## src/rtl/stonyman_pkg.sv

```systemverilog
// ----------------------------------------------------------------------------
// stonyman_pkg
//   Shared types and constants for the Stonyman image sensor scan controller:
//   FSM state encoding, sensor register addresses, pulse line select encoding
//   and the helper that expands one step of a sensor register WRITE sequence.
// ----------------------------------------------------------------------------
package stonyman_pkg;

  localparam int STATE_BITS = 4;

  typedef enum logic [STATE_BITS-1:0] {
    ST_IDLE,
    ST_CFG,
    ST_ROW_SEL,
    ST_COL_RST,
    ST_SETTLE,
    ST_CAPTURE,
    ST_WAIT_DONE,
    ST_COL_INC,
    ST_ROW_NEXT,
    ST_DONE
  } state_e;

  // Sensor register addresses (pointer positions after a resp pulse).
  localparam logic [6:0] ADDR_COLSEL = 7'd0;
  localparam logic [6:0] ADDR_ROWSEL = 7'd1;
  localparam logic [6:0] ADDR_VREF   = 7'd4;
  localparam logic [6:0] ADDR_CONFIG = 7'd5;
  localparam logic [6:0] ADDR_NBIAS  = 7'd6;
  localparam logic [6:0] ADDR_AOBIAS = 7'd7;

  typedef enum logic [1:0] {
    LINE_RESP,
    LINE_INCP,
    LINE_RESV,
    LINE_INCV
  } line_e;

  // One request to the pulse generator: which line and how many pulses.
  typedef struct packed {
    line_e      line;
    logic [6:0] count;
  } pulse_req_t;

  // A WRITE(addr, val) is four requests: resp x1, incp x addr, resv x1, incv x val.
  function automatic pulse_req_t write_step(input logic [1:0] phase,
                                            input logic [6:0] addr,
                                            input logic [6:0] val);
    pulse_req_t r;
    case (phase)
      2'd0:    begin r.line = LINE_RESP; r.count = 7'd1; end
      2'd1:    begin r.line = LINE_INCP; r.count = addr; end
      2'd2:    begin r.line = LINE_RESV; r.count = 7'd1; end
      default: begin r.line = LINE_INCV; r.count = val;  end
    endcase
    return r;
  endfunction

endpackage

```

## src/rtl/stonyman_if.sv

```systemverilog
// ----------------------------------------------------------------------------
// stonyman_if
//   Frame request / ADC handshake / sensor line bundle of the scan controller.
//   master : the controller (drives capture start, status, pixel and lines)
//   slave  : the environment (frame requests, ADC done, sensor)
// ----------------------------------------------------------------------------
interface stonyman_if;
  logic       frame_start;
  logic       adc_capture_done;
  logic       adc_capture_start;
  logic       frame_busy;
  logic       frame_done;
  logic [6:0] pixel_row;
  logic [6:0] pixel_col;
  logic       resp;
  logic       incp;
  logic       resv;
  logic       incv;

  modport master (
    input  frame_start, adc_capture_done,
    output adc_capture_start, frame_busy, frame_done, pixel_row, pixel_col,
           resp, incp, resv, incv
  );

  modport slave (
    output frame_start, adc_capture_done,
    input  adc_capture_start, frame_busy, frame_done, pixel_row, pixel_col,
           resp, incp, resv, incv
  );
endinterface

```

## src/rtl/stonyman_pulse_gen.sv

```systemverilog
// ----------------------------------------------------------------------------
// stonyman_pulse_gen
//   Emits `count` pulses (PULSE_CYCLES high, PULSE_CYCLES low) on one sensor
//   line, then a single-cycle done. count=0 gives done the cycle after go.
//   Ports: clk, reset (async, active-high), go, line, count[6:0] in;
//          done, resp, incp, resv, incv out (all registered).
// ----------------------------------------------------------------------------
module stonyman_pulse_gen
  import stonyman_pkg::*;
#(
  parameter int PULSE_CYCLES = 2
) (
  input  logic       clk,
  input  logic       reset,
  input  logic       go,
  input  line_e      line,
  input  logic [6:0] count,
  output logic       done,
  output logic       resp,
  output logic       incp,
  output logic       resv,
  output logic       incv
);

  localparam int TW = (PULSE_CYCLES > 1) ? $clog2(PULSE_CYCLES) : 1;

  typedef enum logic [1:0] {PG_IDLE, PG_HIGH, PG_LOW} pg_state_e;

  pg_state_e   state_q;
  line_e       line_q;
  logic [6:0]  remain_q;
  logic [TW-1:0] timer_q;
  logic [3:0]  lines_q;   // one-hot {incv, resv, incp, resp}
  logic        done_q;

  // NOTE: sequential state is written with non-blocking assignments only so
  // every register samples the pre-edge values regardless of statement order.
  always_ff @(posedge clk or posedge reset) begin
    if (reset) begin
      state_q  <= PG_IDLE;
      line_q   <= LINE_RESP;
      remain_q <= '0;
      timer_q  <= '0;
      lines_q  <= '0;
      done_q   <= 1'b0;
    end else begin
      done_q <= 1'b0;
      case (state_q)
        PG_IDLE: begin
          if (go) begin
            line_q   <= line;
            remain_q <= count;
            timer_q  <= TW'(PULSE_CYCLES - 1);
            if (count == 7'd0) begin
              done_q <= 1'b1;
            end else begin
              lines_q <= 4'b0001 << line;
              state_q <= PG_HIGH;
            end
          end
        end
        PG_HIGH: begin
          if (timer_q == '0) begin
            lines_q <= '0;
            timer_q <= TW'(PULSE_CYCLES - 1);
            state_q <= PG_LOW;
          end else begin
            timer_q <= timer_q - 1'b1;
          end
        end
        PG_LOW: begin
          if (timer_q == '0) begin
            if (remain_q == 7'd1) begin
              done_q  <= 1'b1;
              state_q <= PG_IDLE;
            end else begin
              remain_q <= remain_q - 7'd1;
              lines_q  <= 4'b0001 << line_q;
              timer_q  <= TW'(PULSE_CYCLES - 1);
              state_q  <= PG_HIGH;
            end
          end else begin
            timer_q <= timer_q - 1'b1;
          end
        end
        default: state_q <= PG_IDLE;
      endcase
    end
  end

  assign done = done_q;
  assign resp = lines_q[0];
  assign incp = lines_q[1];
  assign resv = lines_q[2];
  assign incv = lines_q[3];

endmodule

```

## src/rtl/stonyman_controller.sv

```systemverilog
// ----------------------------------------------------------------------------
// stonyman_controller
//   Scans one full Stonyman frame per frame_start in row-major order: selects
//   each pixel through the sensor pointer/value lines, waits SETTLE_CYCLES,
//   pulses adc_capture_start and waits for adc_capture_done.
//   Ports: clk, reset (async, active-high), bus (stonyman_if.master);
//          with STONYMAN_CFG_EN: cfg_vref, cfg_config, cfg_nbias, cfg_aobias
//          [5:0], sampled at frame acceptance and written before row 0.
// ----------------------------------------------------------------------------
module stonyman_controller
  import stonyman_pkg::*;
#(
  parameter int ROWS          = 112,
  parameter int COLS          = 112,
  parameter int PULSE_CYCLES  = 2,
  parameter int SETTLE_CYCLES = 8
) (
  input  logic       clk,
  input  logic       reset,
`ifdef STONYMAN_CFG_EN
  input  logic [5:0] cfg_vref,
  input  logic [5:0] cfg_config,
  input  logic [5:0] cfg_nbias,
  input  logic [5:0] cfg_aobias,
`endif
  stonyman_if.master bus
);

  localparam int SW = (SETTLE_CYCLES > 1) ? $clog2(SETTLE_CYCLES) : 1;
  localparam logic [6:0] LAST_ROW = 7'(ROWS - 1);
  localparam logic [6:0] LAST_COL = 7'(COLS - 1);

  state_e        state_q;
  logic [3:0]    step_q;     // CFG: [3:2] register index, [1:0] WRITE phase
  logic          wait_q;     // request issued, waiting for pulse_gen done
  logic          go_q;
  pulse_req_t    req_q;
  logic [6:0]    row_q, col_q;
  logic [SW-1:0] timer_q;
  logic          start_q, busy_q, done_q;
`ifdef STONYMAN_CFG_EN
  logic [3:0][5:0] cfg_q;
`endif

  logic       pg_done, resp_w, incp_w, resv_w, incv_w;
  pulse_req_t step_req;
  logic [3:0] last_step;

  // Request for the current step of whichever line sequence is running.
  // NOTE: every always_comb output gets a default first so no latch is inferred.
  always_comb begin
    step_req  = write_step(step_q[1:0], ADDR_COLSEL, 7'd0);
    last_step = 4'd3;
    case (state_q)
      ST_ROW_SEL: step_req = write_step(step_q[1:0], ADDR_ROWSEL, row_q);
`ifdef STONYMAN_CFG_EN
      ST_CFG: begin
        step_req  = write_step(step_q[1:0], ADDR_VREF + 7'(step_q[3:2]),
                               {1'b0, cfg_q[step_q[3:2]]});
        last_step = 4'd15;
      end
`endif
      ST_COL_INC: begin
        step_req.line  = LINE_INCV;
        step_req.count = 7'd1;
        last_step      = 4'd0;
      end
      default: ;
    endcase
  end

  always_ff @(posedge clk or posedge reset) begin
    if (reset) begin
      state_q <= ST_IDLE;
      step_q  <= '0;
      wait_q  <= 1'b0;
      go_q    <= 1'b0;
      req_q   <= '0;
      row_q   <= '0;
      col_q   <= '0;
      timer_q <= '0;
      start_q <= 1'b0;
      busy_q  <= 1'b0;
      done_q  <= 1'b0;
`ifdef STONYMAN_CFG_EN
      // NOTE: this small register file is reset like any other flop; a large
      // storage array would be left unreset to map onto RAM.
      cfg_q   <= '0;
`endif
    end else begin
      go_q    <= 1'b0;
      start_q <= 1'b0;
      done_q  <= 1'b0;
      case (state_q)
        ST_IDLE: begin
          if (bus.frame_start) begin
            busy_q <= 1'b1;
            row_q  <= '0;
            col_q  <= '0;
            step_q <= '0;
            wait_q <= 1'b0;
`ifdef STONYMAN_CFG_EN
            cfg_q   <= {cfg_aobias, cfg_nbias, cfg_config, cfg_vref};
            state_q <= ST_CFG;
`else
            state_q <= ST_ROW_SEL;
`endif
          end
        end
        // Line sequences: issue one pulse_gen request, wait for its done.
        ST_CFG, ST_ROW_SEL, ST_COL_RST, ST_COL_INC: begin
          if (!wait_q) begin
            go_q   <= 1'b1;
            req_q  <= step_req;
            wait_q <= 1'b1;
          end else if (pg_done) begin
            wait_q <= 1'b0;
            if (step_q == last_step) begin
              step_q <= '0;
              if (state_q == ST_COL_INC) col_q <= col_q + 7'd1;
              case (state_q)
                ST_CFG:     state_q <= ST_ROW_SEL;
                ST_ROW_SEL: state_q <= ST_COL_RST;
                default: begin
                  timer_q <= SW'(SETTLE_CYCLES - 1);
                  state_q <= ST_SETTLE;
                end
              endcase
            end else begin
              step_q <= step_q + 4'd1;
            end
          end
        end
        ST_SETTLE: begin
          if (timer_q == '0) begin
            start_q <= 1'b1;
            state_q <= ST_CAPTURE;
          end else begin
            timer_q <= timer_q - 1'b1;
          end
        end
        // A done coincident with the start pulse is not looked at here.
        ST_CAPTURE: state_q <= ST_WAIT_DONE;
        ST_WAIT_DONE: begin
          if (bus.adc_capture_done) begin
            if (col_q != LAST_COL) begin
              step_q  <= '0;
              state_q <= ST_COL_INC;
            end else if (row_q != LAST_ROW) begin
              state_q <= ST_ROW_NEXT;
            end else begin
              done_q  <= 1'b1;
              busy_q  <= 1'b0;
              state_q <= ST_DONE;
            end
          end
        end
        ST_ROW_NEXT: begin
          row_q   <= row_q + 7'd1;
          col_q   <= '0;
          step_q  <= '0;
          state_q <= ST_ROW_SEL;
        end
        default: state_q <= ST_IDLE;  // ST_DONE: frame_start here is ignored
      endcase
    end
  end

  stonyman_pulse_gen #(.PULSE_CYCLES(PULSE_CYCLES)) u_pulse_gen (
    .clk   (clk),
    .reset (reset),
    .go    (go_q),
    .line  (req_q.line),
    .count (req_q.count),
    .done  (pg_done),
    .resp  (resp_w),
    .incp  (incp_w),
    .resv  (resv_w),
    .incv  (incv_w)
  );

  assign bus.adc_capture_start = start_q;
  assign bus.frame_busy        = busy_q;
  assign bus.frame_done        = done_q;
  assign bus.pixel_row         = row_q;
  assign bus.pixel_col         = col_q;
  assign bus.resp              = resp_w;
  assign bus.incp              = incp_w;
  assign bus.resv              = resv_w;
  assign bus.incv              = incv_w;

endmodule

```

## src/flat_wrapper.sv

```systemverilog
// flat-port wrapper written by rule: the top's interface ports become plain ports
module stonyman_controller_flat import stonyman_pkg::*;
#(
  parameter int ROWS          = 112,
  parameter int COLS          = 112,
  parameter int PULSE_CYCLES  = 2,
  parameter int SETTLE_CYCLES = 8
)
  (clk, reset, bus_frame_start, bus_adc_capture_done, bus_adc_capture_start, bus_frame_busy, bus_frame_done, bus_pixel_row, bus_pixel_col, bus_resp, bus_incp, bus_resv, bus_incv);
  stonyman_if bus_i ();
  input  logic clk;
  input  logic reset;
  input wire logic [$bits(bus_i.frame_start)-1:0] bus_frame_start;
  input wire logic [$bits(bus_i.adc_capture_done)-1:0] bus_adc_capture_done;
  output wire logic [$bits(bus_i.adc_capture_start)-1:0] bus_adc_capture_start;
  output wire logic [$bits(bus_i.frame_busy)-1:0] bus_frame_busy;
  output wire logic [$bits(bus_i.frame_done)-1:0] bus_frame_done;
  output wire logic [$bits(bus_i.pixel_row)-1:0] bus_pixel_row;
  output wire logic [$bits(bus_i.pixel_col)-1:0] bus_pixel_col;
  output wire logic [$bits(bus_i.resp)-1:0] bus_resp;
  output wire logic [$bits(bus_i.incp)-1:0] bus_incp;
  output wire logic [$bits(bus_i.resv)-1:0] bus_resv;
  output wire logic [$bits(bus_i.incv)-1:0] bus_incv;
  assign bus_i.frame_start = bus_frame_start;
  assign bus_i.adc_capture_done = bus_adc_capture_done;
  assign bus_adc_capture_start = bus_i.adc_capture_start;
  assign bus_frame_busy = bus_i.frame_busy;
  assign bus_frame_done = bus_i.frame_done;
  assign bus_pixel_row = bus_i.pixel_row;
  assign bus_pixel_col = bus_i.pixel_col;
  assign bus_resp = bus_i.resp;
  assign bus_incp = bus_i.incp;
  assign bus_resv = bus_i.resv;
  assign bus_incv = bus_i.incv;
  stonyman_controller #(.ROWS(ROWS), .COLS(COLS), .PULSE_CYCLES(PULSE_CYCLES), .SETTLE_CYCLES(SETTLE_CYCLES)) u_core (.clk(clk), .reset(reset), .bus(bus_i));
endmodule
```

## config.mk

```make
export PLATFORM = sky130hd
export DESIGN_NAME = stonyman_controller_flat
export DESIGN_NICKNAME = d
export VERILOG_FILES = /design/src/rtl/stonyman_pkg.sv /design/src/rtl/stonyman_if.sv /design/src/rtl/stonyman_pulse_gen.sv /design/src/rtl/stonyman_controller.sv /design/src/flat_wrapper.sv
export SDC_FILE = /design/constraint.sdc
export NUM_CORES = 1
export LEC_CHECK = 0
export CAP_MARGIN = 20
export CORE_ASPECT_RATIO = 0.6
export CORE_MARGIN = 3
export CORE_UTILIZATION = 40
export DETAILED_ROUTE_END_ITERATION = 8
export GPL_TIMING_DRIVEN = 0
export PLACE_DENSITY_LB_ADDON = 0.1
export RECOVER_POWER = 50
export REMOVE_ABC_BUFFERS = 1
export SLEW_MARGIN = 20
export SYNTH_ARGS = -nofsm -noshare
export SYNTH_HDL_FRONTEND = slang
export SYNTH_SLANG_ARGS = --single-unit
```

## constraint.sdc

```tcl
create_clock -name clk -period 2 [get_ports clk]
set_input_delay 0.3 -clock clk [delete_from_list [all_inputs] [get_ports clk]]
set_output_delay 0.3 -clock clk [all_outputs]
set_load 0.01 [all_outputs]
```

==> results of run 1 <==
## worst register-to-register path: cells and delay by family, from the launching register on
family	cells	cell delay [ns]
flops	1	0.38
simple gates	3	1.21
mux	1	0.31
compound gates	1	0.19
## cell usage in the layout (no fill, tap or decap), types with 4 or more instances in the layout
cell type / n
and3_1: 7
nor2_1: 23
clkbuf_16: 5
nor2b_1: 9
nand3_1: 13
o31ai_1: 9
clkdlybuf4s50_1: 20
mux2_2: 7
nand2_1: 42
a31oi_1: 8
buf_4: 27
o21ai_0: 26
nor3_1: 12
o22a_1: 4
mux2_4: 5
dfrtp_1: 51
dlygate4sd3_1: 4
ha_1: 14
dfrtp_2: 5
a21oi_1: 9
mux2i_1: 8
inv_1: 16
or3_1: 4
## through the flow
stage,utilization [%],cells
finish,53.6,496
global route,53.6,496
CTS,51.9,481
detailed placement,47.4,460
global placement,47.0,459
floorplan,-,331
## routing by layer
layer	wire [microns]	global-route usage (%)	vias to the layer above
met5	0	0	-
met4	30	2.85	0
met3	510	4.90	10
met2	3020	22.0	86
met1	4490	29.0	1337
li1	-	-	1354
## sequential cells by signal (all words and copies together), names as in the netlist, 3 cells and up
| signal | cells |
|---|---|
| u_core.bus.pixel_col | 7 |
| u_core.bus.pixel_row | 7 |
| u_core.state_q | 4 |
| u_core.timer_q | 3 |
| u_core.u_pulse_gen.remain_q | 7 |
| u_core.step_q | 4 |
| u_core.u_pulse_gen.lines_q | 4 |
| u_core.req_q | 9 |
## report_power, final
| part | total [mW] | switching, mW | internal (mW) |
|---|---|---|---|
| sequential | 2.01 | 0.479 | 1.53 |
| combinational | 3.22 | 1.65 | 1.58 |
| clock | 0.984 | 0.406 | 0.578 |
| total | 6.22 | 2.53 | 3.68 |
## what timing repair did
item / 4_1_cts / 5_1_grt
buffers inserted: 15 / 14
gates cloned: 0 / 1
gates resized for setup: 15 / 9
endpoints found under the setup margin: 37 / 27
pin swaps: 5 / 6
## logic make-up (layout without fill, tap and decap cells)
kind of cell             count (synthesis)  after routing  synth area share [%]
AO/OA/AOI/OAI                           86             87                  17.6
adder cells (fa/ha/maj)                 16             16                  6.16
buffers and inverters                   31             77                  4.00
flip-flops                              56             56                  43.1
multiplexers                            20             20                  7.20
AND/OR/NAND/NOR                        136            136                  21.9
## area by class of cell
cell class                      count  area share (%)
Multi-Input combinational cell    259            44.9
Sequential cell                    56            34.7
Timing Repair Buffer               54            11.7
Tap cell                          104            3.21
Clock buffer                        5            3.09
Inverter                           17            1.61
Clock inverter                      1           0.741
## worst max path at each step
| stage | from | to | slack, ns | depth (start not counted) |
|---|---|---|---|---|
| 6_report | u_core.req_q[4] | u_core.u_pulse_gen.lines_q[1] | -0.19 | 5 |
| 5_1_grt | u_core.req_q[4] | u_core.u_pulse_gen.lines_q[1] | -0.23 | 5 |
| 4_1_cts | u_core.req_q[4] | u_core.u_pulse_gen.lines_q[1] | -0.21 | 5 |
| 3_5_place_dp | u_core.u_pulse_gen.state_q[0] | u_core.u_pulse_gen.remain_q[6] | -0.56 | 6 |
| 3_3_place_gp | u_core.u_pulse_gen.state_q[0] | u_core.u_pulse_gen.remain_q[6] | -0.86 | 6 |
| 2_1_floorplan | u_core.u_pulse_gen.state_q[0] | u_core.u_pulse_gen.remain_q[6] | -0.30 | 6 |
==> impl_table.tex, run 1 <==
\begin{tabular}{lr}
\hline
Metric & Value \\
\hline
\multicolumn{2}{l}{\textbf{Run status}} \\
\quad Run status & finished, violations left \\
\quad Violated checks & setup timing \\
\multicolumn{2}{l}{\textbf{Critical path}} \\
\quad Cell family contributing the most delay on the critical path & simple AND/OR/NAND/NOR gates \\
\quad Slowest-stage cell, CP & or4\_4 \\
\quad Required time reported for the critical path endpoint & $\sim$2.2 ns \\
\quad Worst reg2reg path depth & 5 \\
\quad Reg-to-reg critical path endpoint & u\_core.u\_pulse\_gen.lines\_q[1] \\
\quad Most used cell along the critical path & or4\_4 \\
\quad CP Launch Type & register \\
\quad Reg-to-reg setup timing slack & -0.19 ns \\
\quad Crit end category & register \\
\quad Max FO, Critical Path & 4 \\
\quad Arrival time reported for the critical path endpoint & 2.38 ns \\
\quad Cell-by-cell listing of the critical path & or4\_4 -> or4\_4 -> o211ai\_4 -> or3b\_4 -> mux2\_4 \\
\quad FF-to-FF Start & u\_core.req\_q[4] \\
\quad Worst setup path category & reg -> reg \\
\quad Delay of the slowest critical-path stage & 0.53 ns \\
\quad CP bufs+invs & 0 \\
\multicolumn{2}{l}{\textbf{STA}} \\
\quad Setup repair after global routing missed its margin & true \\
\quad Final Critical Period & $\sim$2.2 ns \\
\quad Slew headroom & between 50\% and 60\% \\
\quad Part of the cycle the worst path needs & 110\% \\
\quad Setup Skew & 0.00413 ns \\
\quad Min Hold Slack & between 0.3 and 0.4 ns \\
\quad Fmax achieved & 456 MHz \\
\quad Hold Violations, Final & 0 \\
\quad Min setup slack post-route & -0.191 ns \\
\quad Max-slew violations & 0 \\
\quad Pin slew with the least headroom to its limit & slightly above 0.7 ns \\
\quad Total of endpoints with negative setup slack in the final report & 5 \\
\quad Setup TNS & -0.909 ns \\
\multicolumn{2}{l}{\textbf{Synth}} \\
\quad Async set or reset register ratio after synthesis & between 90\% and 100\% \\
\quad Count of warnings emitted by yosys & 0 \\
\quad Number of enable flip-flop cells after synthesis & 0 \\
\quad Cell taking the most area after synthesis & dfrtp\_1 \\
\quad Post-synth top area share & between 40 and 50\% \\
\quad Synth Register Bits & 56 \\
\quad Top cells by count, synth & dfrtp\_1, nand2\_1, o21ai\_0 \\
\quad Most frequent cell after synthesis & dfrtp\_1 \\
\quad Prevailing post-synth register cell & dfrtp\_1 \\
\quad Most area-consuming cells after synthesis & dfrtp\_1, ha\_1, nand2\_1 \\
\quad Synth Instances & approximately 350 \\
\quad Post-synthesis sequential area ratio & between 40\% and 50\% \\
\quad Synthesized area per cell & approximately 9.4 sq um \\
\quad Synthesized cell area & between 3000 and 4000 sq um \\
\quad Number of different library cells in the post-synthesis netlist & between 60 and 70 \\
\multicolumn{2}{l}{\textbf{Clock tree}} \\
\quad Maximum clock path buffer count & 2 \\
\quad Clock network latency to the later pin of the worst-skew pair & 0.29 ns \\
\quad TritonCTS Sinks & 56 \\
\quad Number of buffers inserted for hold repair after clock tree synthesis & 0 \\
\quad Total number of H-tree levels & 2 \\
\quad Number of buffers created by CTS & 5 \\
\quad Cell at the root of the clock tree & clkbuf\_16 \\
\quad TritonCTS clock tree & yes \\
\quad Clock transition at the register clock pins on the worst setup and hold paths after CTS & $\sim$0.07 ns \\
\multicolumn{2}{l}{\textbf{Place}} \\
\quad Port Buf Inserts & 24 \\
\quad Placer Congestion & 0.824 \\
\quad Placement-stage worst setup slack & -0.560 ns \\
\quad Post-DP HPWL & roughly 5300 microns \\
\quad Area after detailed placement & between 3000 and 4000 sq um \\
\multicolumn{2}{l}{\textbf{Routing}} \\
\quad Detailed-route wire length per cell & roughly 16 microns \\
\quad Total length of routed wires & $\sim$8000 microns \\
\quad Iter 0 DRT Violations & about 360 \\
\quad Routed via count & about 2800 \\
\quad Number of search-and-repair iterations in the first detailed-routing pass & 5 \\
\quad Final antenna-violating net count & 0 \\
\quad Number of DRC violations after detailed routing & 0 \\
\quad Number of vias per cell & between 5 and 6 \\
\multicolumn{2}{l}{\textbf{Pwr}} \\
\quad Peak ir drop on the vdd network & 0.692 mV \\
\quad Total power density per cell area & between 1500 and 2000 nW/um\^{}2 \\
\quad Sum of internal, switching and leakage power & between 6 and 7 mW \\
\quad Cell leakage power & $\sim$1.7 nW \\
\multicolumn{2}{l}{\textbf{GRT}} \\
\quad Aggregate global-route resource usage & around 18\% \\
\quad Vias in the first global route & about 2500 \\
\quad Largest net degree at the start of global routing & 52 \\
\quad Grt total ovfl & 0 \\
\quad Number of antenna violations at the first check in global routing & 0 \\
\quad First-pass GRT wire length & around 13000 microns \\
\multicolumn{2}{l}{\textbf{Flow run}} \\
\quad Max Cap Violations & 0 \\
\multicolumn{2}{l}{\textbf{Floorplan}} \\
\quad Std-Cell Core Area & between 7000 and 8000 sq um \\
\quad Count of pins on the block boundary & 25 \\
\quad Row count & 24 \\
\quad Die Y & roughly 76 microns \\
\quad Horizontal die dimension & 122 microns \\
\quad Die area & around 9300 sq um \\
\quad Initial Util & a little over two fifths \\
\multicolumn{2}{l}{\textbf{Layout}} \\
\quad Sequential cell area in the final layout & 1410 sq um \\
\quad Synthesis-to-layout area growth & 24.6\% \\
\quad Non-Filler Cell Area, Final & 4050 sq um \\
\quad Multi-input logic area & between 1500 and 2000 sq um \\
\quad Net count of the finished layout & 413 \\
\quad Fraction of layout cells with a size suffix above 1 & 19.9\% \\
\quad Ant diodes & 0 \\
\quad Filler Cells Inserted & just under 700 \\
\multicolumn{2}{l}{\textbf{Min path}} \\
\quad Hold WC Path Type & in -> async \\
\hline
\end{tabular}
(Power assumes the default switching activity.)
==> inputs of run 2 (changes only) <==
- CELL_PAD_IN_SITES_DETAIL_PLACEMENT: not set -> 1
- CELL_PAD_IN_SITES_GLOBAL_PLACEMENT: not set -> 1
- CTS_BUF_LIST: not set -> sky130_fd_sc_hd__clkbuf_16
- clock period: 2 -> 2.4 ns (I/O delays scaled with it)
==> run 2 against run 1 <==
Effect of this change:
- the run now ends clean
- global-route usage grew 1.9 points
- sequential power shrank 13%
- clock power shrank 27%
==> impl_table.tex, run 2 (same netlist as run 1, synthesis figures left out) <==
\begin{tabular}{lr}
\hline
Metric & Value \\
\hline
\multicolumn{2}{l}{\textbf{Run status}} \\
\quad Run status & completed (was finished, violations left) \\
\multicolumn{2}{l}{\textbf{Routing}} \\
\quad Number of vias per cell & 5.54 (was 5.62) \\
\quad Routed length on met1 & 4840 microns (was 4490 microns) \\
\quad Routed via count & 2591 (was 2787) \\
\quad Number of DRC violations after detailed routing & 0 (unchanged) \\
\quad Final antenna-violating net count & 0 (unchanged) \\
\quad Length of routed met2 wiring & 3200 microns (was 3020 microns) \\
\quad Detailed-route wire length per cell & 17.8 microns (was 16.2 microns) \\
\quad Top layer used by detailed routing & met4 (unchanged) \\
\quad Total length of routed wires & 8350 microns (was 8050 microns) \\
\quad Met3 wire length & 255 microns (was 510 microns) \\
\quad Number of search-and-repair iterations in the first detailed-routing pass & 4 (was 5) \\
\quad Iter 0 DRT Violations & 137 (was 355) \\
\multicolumn{2}{l}{\textbf{Critical path}} \\
\quad Arrival time reported for the critical path endpoint & 2.49 ns (was 2.38 ns) \\
\quad Worst setup path start & u\_core.state\_q[3] (was u\_core.req\_q[4]) \\
\quad Max FO, Critical Path & 16 (was 4) \\
\quad Cell family contributing the most delay on the critical path & multiplexers (was simple AND/OR/NAND/NOR gates) \\
\quad Delay of the slowest critical-path stage & 0.53 ns (about the same) \\
\quad Worst setup path category & reg -> reg (unchanged) \\
\quad Reg-to-reg setup timing slack & 0.09 ns (was -0.19 ns) \\
\quad Required time reported for the critical path endpoint & 2.58 ns (was 2.18 ns) \\
\quad FF-to-FF Start & u\_core.state\_q[3] (was u\_core.req\_q[4]) \\
\quad Reg-to-reg critical path endpoint & u\_core.state\_q[0] (was u\_core.u\_pulse\_gen.lines\_q[1]) \\
\quad CP Launch Type & register (unchanged) \\
\quad Slowest-stage cell, CP & dfrtp\_2 (was or4\_4) \\
\quad CP bufs+invs & 0 (unchanged) \\
\quad Worst reg2reg path depth & 5 (unchanged) \\
\quad Crit end category & register (unchanged) \\
\quad Cell-by-cell listing of the critical path & and4b\_4 -> mux2\_4 -> a21oi\_2 -> nor3\_2 -> mux2\_2 (was or4\_4 -> or4\_4 -> o211ai\_4 -> or3b\_4 -> mux2\_4) \\
\multicolumn{2}{l}{\textbf{Clock tree}} \\
\quad TritonCTS clock tree & yes (unchanged) \\
\quad Number of buffers created by CTS & 5 (unchanged) \\
\quad Total number of H-tree levels & 2 (unchanged) \\
\quad Clock transition at the register clock pins on the worst setup and hold paths after CTS & 0.07 ns (about the same) \\
\quad Maximum clock path buffer count & 2 (unchanged) \\
\quad TritonCTS Sinks & 56 (unchanged) \\
\quad Cell at the root of the clock tree & clkbuf\_16 (unchanged) \\
\quad Clock network latency to the later pin of the worst-skew pair & 0.30 ns (was 0.29 ns) \\
\quad Post-CTS Setup Repair Bufs & 0 (was 15) \\
\quad Number of buffers inserted for hold repair after clock tree synthesis & 0 (unchanged) \\
\multicolumn{2}{l}{\textbf{Floorplan}} \\
\quad Initial Util & 43.0\% (unchanged) \\
\quad Count of pins on the block boundary & 25 (unchanged) \\
\quad Die area & 9280 sq um (unchanged) \\
\quad Std-Cell Core Area & 7570 sq um (unchanged) \\
\quad Row count & 24 (unchanged) \\
\quad Horizontal die dimension & 122 microns (unchanged) \\
\quad Die Y & 75.8 microns (unchanged) \\
\multicolumn{2}{l}{\textbf{Pwr}} \\
\quad Clock power frac & 15.3\% (was 15.8\%) \\
\quad Peak ir drop on the vdd network & 0.438 mV (was 0.692 mV) \\
\quad Sum of internal, switching and leakage power & 4.69 mW (was 6.22 mW) \\
\quad Switching Share & 42.4\% (was 40.7\%) \\
\quad Fraction of power consumed by sequential logic & 37.1\% (was 32.3\%) \\
\quad Part of the total power dissipated in combinational logic & 47.6\% (was 51.8\%) \\
\quad Cell leakage power & 1.59 nW (was 1.75 nW) \\
\quad Switching power summed over all nets & 1.99 mW (was 2.53 mW) \\
\quad Cell Int Power & 2.70 mW (was 3.68 mW) \\
\quad Total power density per cell area & 1260 nW/um\^{}2 (was 1530 nW/um\^{}2) \\
\multicolumn{2}{l}{\textbf{GRT}} \\
\quad Number of antenna violations at the first check in global routing & 0 (unchanged) \\
\quad Grt total ovfl & 0 (unchanged) \\
\quad Vias in the first global route & 2681 (was 2462) \\
\quad Largest net degree at the start of global routing & 52 (unchanged) \\
\quad First-pass GRT wire length & 13900 microns (was 12700 microns) \\
\quad Aggregate global-route resource usage & 19.4\% (was 17.5\%) \\
\multicolumn{2}{l}{\textbf{Place}} \\
\quad Port Buf Inserts & 24 (unchanged) \\
\quad Placer Congestion & 0.768 (was 0.824) \\
\quad Placement-stage worst setup slack & -0.244 ns (was -0.560 ns) \\
\quad Post-DP HPWL & 6040 microns (was 5350 microns) \\
\multicolumn{2}{l}{\textbf{Flow run}} \\
\quad Max Cap Violations & 0 (unchanged) \\
\multicolumn{2}{l}{\textbf{STA}} \\
\quad Pin slew with the least headroom to its limit & 1.29 ns (was 0.707 ns) \\
\quad Slew headroom & 13.8\% (was 52.9\%) \\
\quad Fmax achieved & 433 MHz (was 456 MHz) \\
\quad Part of the cycle the worst path needs & 96.2\% (was 110\%) \\
\quad Final Critical Period & 2.31 ns (was 2.19 ns) \\
\quad Hold Violations, Final & 0 (unchanged) \\
\quad Setup Skew & 0.00652 ns (was 0.00413 ns) \\
\quad Min setup slack post-route & 0.0910 ns (was -0.191 ns) \\
\quad Min Hold Slack & 0.444 ns (was 0.375 ns) \\
\quad Setup repair after global routing missed its margin & false (was true) \\
\quad Total of endpoints with negative setup slack in the final report & 0 (was 5) \\
\quad Max-slew violations & 0 (unchanged) \\
\multicolumn{2}{l}{\textbf{Layout}} \\
\quad Commonest cells after routing, fill and taps aside & dfrtp\_1, nand2\_1, o21ai\_0 (was dfrtp\_1, nand2\_1, buf\_4) \\
\quad Fraction of layout cells with a size suffix above 1 & 11.0\% (was 19.9\%) \\
\quad Most common cell after layout, fill and taps aside & dfrtp\_1 (unchanged) \\
\quad Register with the most flip-flops & u\_core.req\_q (unchanged) \\
\quad Net count of the finished layout & 383 (was 413) \\
\quad Synthesis-to-layout area growth & 14.4\% (was 24.6\%) \\
\quad Max FFs per register & 9 (unchanged) \\
\quad Ant diodes & 0 (unchanged) \\
\multicolumn{2}{l}{\textbf{Min path}} \\
\quad Hold WC Path Type & in -> async (unchanged) \\
\hline
\end{tabular}
run 2: changes by cell type in the layout (fill, tap and decap cells not counted), sizes merged:
cell / delta
clkdlybuf4s50: +2
dlygate4sd3: -2
buf: -29
o21ai: -1
clkinv: +3
bufinv: -1
run 2: stage by stage:
step	instances	util [%]	TNS, ns	cell area [sq um]
6_report	468	49.2	0	3720
5_1_grt	468	49.2	0	3720
4_1_cts	468	49.4	0	3740
3_5_place_dp	460	47.4	-1.82	3590
3_3_place_gp	459	47.0	-32.69	3560
2_1_floorplan	331	-	0	3190
run 2: power groups by stage:
stage / clock [mW] / combinational [mW] / sequential (mW)
after floorplan: 0 / 1.55 / 1.65
after global placement: 0 / 2.13 / 1.72
after detailed placement: 0 / 2.21 / 1.74
after CTS: 0.743 / 2.24 / 1.73
after global routing: 0.775 / 2.51 / 1.81
final: 0.719 / 2.23 / 1.74
run 2: worst max path at each step:
| stage | endpoint | slack, ns | cells past startpoint |
|---|---|---|---|
| after floorplan | u_core.u_pulse_gen.remain_q[6] | 0.1 | 6 |
| after global placement | u_core.req_q[2] | -0.53 | 2 |
| after detailed placement | u_core.u_pulse_gen.remain_q[6] | -0.24 | 6 |
| after CTS | u_core.state_q[0] | 0.01 | 5 |
| after global routing | u_core.u_pulse_gen.lines_q[0] | 0.002 | 5 |
| final | u_core.state_q[0] | 0.09 | 5 |
run 2: timing repair:
action                                  CTS  global route
gates cloned                              0             0
gates resized for setup                   3             4
endpoints found under the setup margin   14            16
run 2: worst reg2reg max path, delay by kind of cell (launching register included):
kind / cells / cell delay, ns
and+or+nand+nor: 2 / 0.61
muxes: 2 / 0.65
AOI/OAI and AO/OA: 1 / 0.40
DFF: 1 / 0.53
run 2: cell type report:
class / instances / area [sq um]
well taps: 104 / 130
multi-input cells: 258 / 1740
clock inverters: 3 / 13.8
clock buffers: 5 / 125
inverters: 17 / 65.1
flip-flops and latches: 56 / 1410
fillers: 892 / 3850
repair buffers: 25 / 245
run 2: layer usage:
layer,GRT usage (%),up-vias
li1,-,1285
met1,30.5,1269
met2,27.2,33
met3,3.93,4
met4,4.34,0
met5,0,-
==> inputs of run 3 (changes only) <==
- clock period: 2.4 -> 3 ns (I/O delays scaled with it)
==> run 3 against run 2 <==
Effect of this change:
- cell count stayed put
- global-route usage hardly changed
- power is 21% lower
- clock power is 20% lower
- first-iteration DRC count is 15% higher
- register-to-register slack better by 0.23 ns
- worst setup slack better by 0.23 ns
- combinational power is 21% lower
- die area stayed put
- flip-flop and latch count stayed put
- critical path depth stayed put
- final area is 0.84% lower
- largest cell class unchanged
- largest power group unchanged
==> impl_table.tex, run 3 (same netlist as run 1, synthesis figures left out) <==
\begin{tabular}{lr}
\hline
Metric & Value \\
\hline
\multicolumn{2}{l}{\textbf{Run status}} \\
\quad Run status & completed (unchanged) \\
\multicolumn{2}{l}{\textbf{STA}} \\
\quad Min Hold Slack & 0.491 ns (was 0.444 ns) \\
\quad Fmax achieved & 373 MHz (was 433 MHz) \\
\quad Final Critical Period & 2.68 ns (was 2.31 ns) \\
\quad Slew headroom & 13.7\% (was 13.8\%) \\
\quad Pin slew with the least headroom to its limit & 1.30 ns (was 1.29 ns) \\
\quad Max-slew violations & 0 (unchanged) \\
\quad Setup repair after global routing missed its margin & false (unchanged) \\
\quad Setup Skew & 0.00655 ns (was 0.00652 ns) \\
\quad Part of the cycle the worst path needs & 89.4\% (was 96.2\%) \\
\quad Total of endpoints with negative setup slack in the final report & 0 (unchanged) \\
\quad Hold Violations, Final & 0 (unchanged) \\
\multicolumn{2}{l}{\textbf{Clock tree}} \\
\quad TritonCTS clock tree & yes (unchanged) \\
\quad Clock network latency to the later pin of the worst-skew pair & 0.29 ns (was 0.30 ns) \\
\quad Clock transition at the register clock pins on the worst setup and hold paths after CTS & 0.07 ns (about the same) \\
\quad Number of buffers inserted for hold repair after clock tree synthesis & 0 (unchanged) \\
\quad Number of buffers created by CTS & 5 (unchanged) \\
\quad TritonCTS Sinks & 56 (unchanged) \\
\quad Total number of H-tree levels & 2 (unchanged) \\
\quad Maximum clock path buffer count & 2 (unchanged) \\
\quad Post\_cts resized & 0 (was 3) \\
\quad Post-CTS Setup Repair Bufs & 0 (unchanged) \\
\quad Cell at the root of the clock tree & clkbuf\_16 (unchanged) \\
\multicolumn{2}{l}{\textbf{GRT}} \\
\quad Aggregate global-route resource usage & 19.4\% (about the same) \\
\quad Largest net degree at the start of global routing & 52 (unchanged) \\
\quad Vias in the first global route & 2676 (was 2681) \\
\quad Grt total ovfl & 0 (unchanged) \\
\quad Number of antenna violations at the first check in global routing & 0 (unchanged) \\
\quad First-pass GRT wire length & 13900 microns (about the same) \\
\multicolumn{2}{l}{\textbf{Place}} \\
\quad Placed cells & 460 (unchanged) \\
\quad Placer Congestion & 0.768 (unchanged) \\
\quad Post-DP HPWL & 6040 microns (unchanged) \\
\quad Port Buf Inserts & 24 (unchanged) \\
\multicolumn{2}{l}{\textbf{Critical path}} \\
\quad Cell-by-cell listing of the critical path & nor3\_1 -> o21ai\_2 -> and2\_1 -> or4\_1 -> a21boi\_1 (was and4b\_4 -> mux2\_4 -> a21oi\_2 -> nor3\_2 -> mux2\_2) \\
\quad Worst setup path start & u\_core.state\_q[0] (was u\_core.state\_q[3]) \\
\quad Delay of the slowest critical-path stage & 0.67 ns (was 0.53 ns) \\
\quad Arrival time reported for the critical path endpoint & 2.90 ns (was 2.49 ns) \\
\quad Required time reported for the critical path endpoint & 3.22 ns (was 2.58 ns) \\
\quad Max FO, Critical Path & 15 (was 16) \\
\quad Worst reg2reg path depth & 5 (unchanged) \\
\quad Worst setup path category & reg -> reg (unchanged) \\
\quad FF-to-FF Start & u\_core.state\_q[0] (was u\_core.state\_q[3]) \\
\quad Slowest-stage cell, CP & nor3\_1 (was dfrtp\_2) \\
\quad CP Launch Type & register (unchanged) \\
\quad Crit end category & register (unchanged) \\
\multicolumn{2}{l}{\textbf{Floorplan}} \\
\quad Die Y & 75.8 microns (unchanged) \\
\quad Initial Util & 43.0\% (unchanged) \\
\quad Std-Cell Core Area & 7570 sq um (unchanged) \\
\quad Count of pins on the block boundary & 25 (unchanged) \\
\quad Row count & 24 (unchanged) \\
\quad Die area & 9280 sq um (unchanged) \\
\quad Horizontal die dimension & 122 microns (unchanged) \\
\multicolumn{2}{l}{\textbf{Layout}} \\
\quad Commonest cells after routing, fill and taps aside & dfrtp\_1, nand2\_1, o21ai\_0 (unchanged) \\
\quad Register with the most flip-flops & u\_core.req\_q (unchanged) \\
\quad Synthesis-to-layout area growth & 13.5\% (was 14.4\%) \\
\quad Net count of the finished layout & 383 (unchanged) \\
\quad Ant diodes & 0 (unchanged) \\
\quad Final instance count without filler cells & 468 (unchanged) \\
\quad Fraction of layout cells with a size suffix above 1 & 9.07\% (was 11.0\%) \\
\quad Most common cell after layout, fill and taps aside & dfrtp\_1 (unchanged) \\
\quad Max FFs per register & 9 (unchanged) \\
\quad Final core utilization & 48.8\% (was 49.2\%) \\
\quad Filler Cells Inserted & 887 (was 892) \\
\multicolumn{2}{l}{\textbf{Min path}} \\
\quad Hold WC Path Type & reg -> reg (was in -> async) \\
\quad Number of cells on the worst hold path & 1 \\
\quad Hold path startpoint & u\_core.timer\_q[2] \\
\multicolumn{2}{l}{\textbf{Pwr}} \\
\quad Sum of internal, switching and leakage power & 3.72 mW (was 4.69 mW) \\
\quad Cell leakage power & 1.59 nW (about the same) \\
\quad Peak ir drop on the vdd network & 0.326 mV (was 0.438 mV) \\
\quad Total power density per cell area & 1010 nW/um\^{}2 (was 1260 nW/um\^{}2) \\
\multicolumn{2}{l}{\textbf{Routing}} \\
\quad Final antenna-violating net count & 0 (unchanged) \\
\quad Iter 0 DRT Violations & 158 (was 137) \\
\quad Number of search-and-repair iterations in the first detailed-routing pass & 4 (unchanged) \\
\quad Number of DRC violations after detailed routing & 0 (unchanged) \\
\quad Number of vias per cell & 5.55 (was 5.54) \\
\quad Routed via count & 2599 (was 2591) \\
\quad Detailed-route wire length per cell & 17.8 microns (about the same) \\
\quad Total length of routed wires & 8330 microns (was 8350 microns) \\
\multicolumn{2}{l}{\textbf{Flow run}} \\
\quad Max Cap Violations & 0 (unchanged) \\
\hline
\end{tabular}
[run 3: final cells by class]
| cell class | instances | area, sq um | share of cell area (%) |
|---|---|---|---|
| multi-input combinational | 258 | 1710 | 46.3 |
| sequential | 56 | 1400 | 38.0 |
| timing repair buffer | 25 | 245 | 6.65 |
| tap | 104 | 130 | 3.53 |
| clock buffer | 5 | 125 | 3.39 |
| inverter | 17 | 65.1 | 1.76 |
| clock inverter | 3 | 13.8 | 0.373 |
[run 3: final timing paths]
check | to | slack [ns]
min in group asynchronous | u_core.bus.pixel_col[0] | 0.53
worst max register to register | u_core.bus.pixel_col[5] | 0.32
worst min-delay path | u_core.timer_q[2] | 0.49
worst max-delay path | u_core.bus.pixel_col[5] | 0.32
max in group asynchronous | u_core.bus.pixel_row[2] | 0.98
worst min register to register | u_core.timer_q[2] | 0.49
[run 3: worst max-delay path, delay by kind of cell, from the launching register on]
| family | cells | cell delay, ns |
|---|---|---|
| AND/OR/NAND/NOR | 3 | 1.58 |
| flip-flops | 1 | 0.56 |
| AO/OA/AOI/OAI | 2 | 0.47 |
[run 3: routing by layer]
metal	global-route usage, %	vias to the layer above	part of all wire [%]
met1	30.6	1271	58
li1	-	1285	-
met5	0	-	0
met2	27.1	41	39
met4	4.34	0	0.38
met3	3.93	2	3.4
[run 3: metrics by stage]
stage / TNS, ns / setup slack, ns / area, sq um
after global placement: -0.718 / -0.0173 / 3560
after floorplan: 0 / 0.699 / 3190
final: 0 / 0.317 / 3690
after CTS: 0 / 0.353 / 3720
after detailed placement: 0 / 0.356 / 3590
after global routing: 0 / 0.0885 / 3690
[run 3: report_power, final]
group | switching, mW | internal (mW) | leakage (nW)
registers | 0.363 | 1.01 | 0.716
clock network | 0.272 | 0.305 | 0.0710
logic | 0.935 | 0.827 | 0.808
total | 1.57 | 2.15 | 1.59
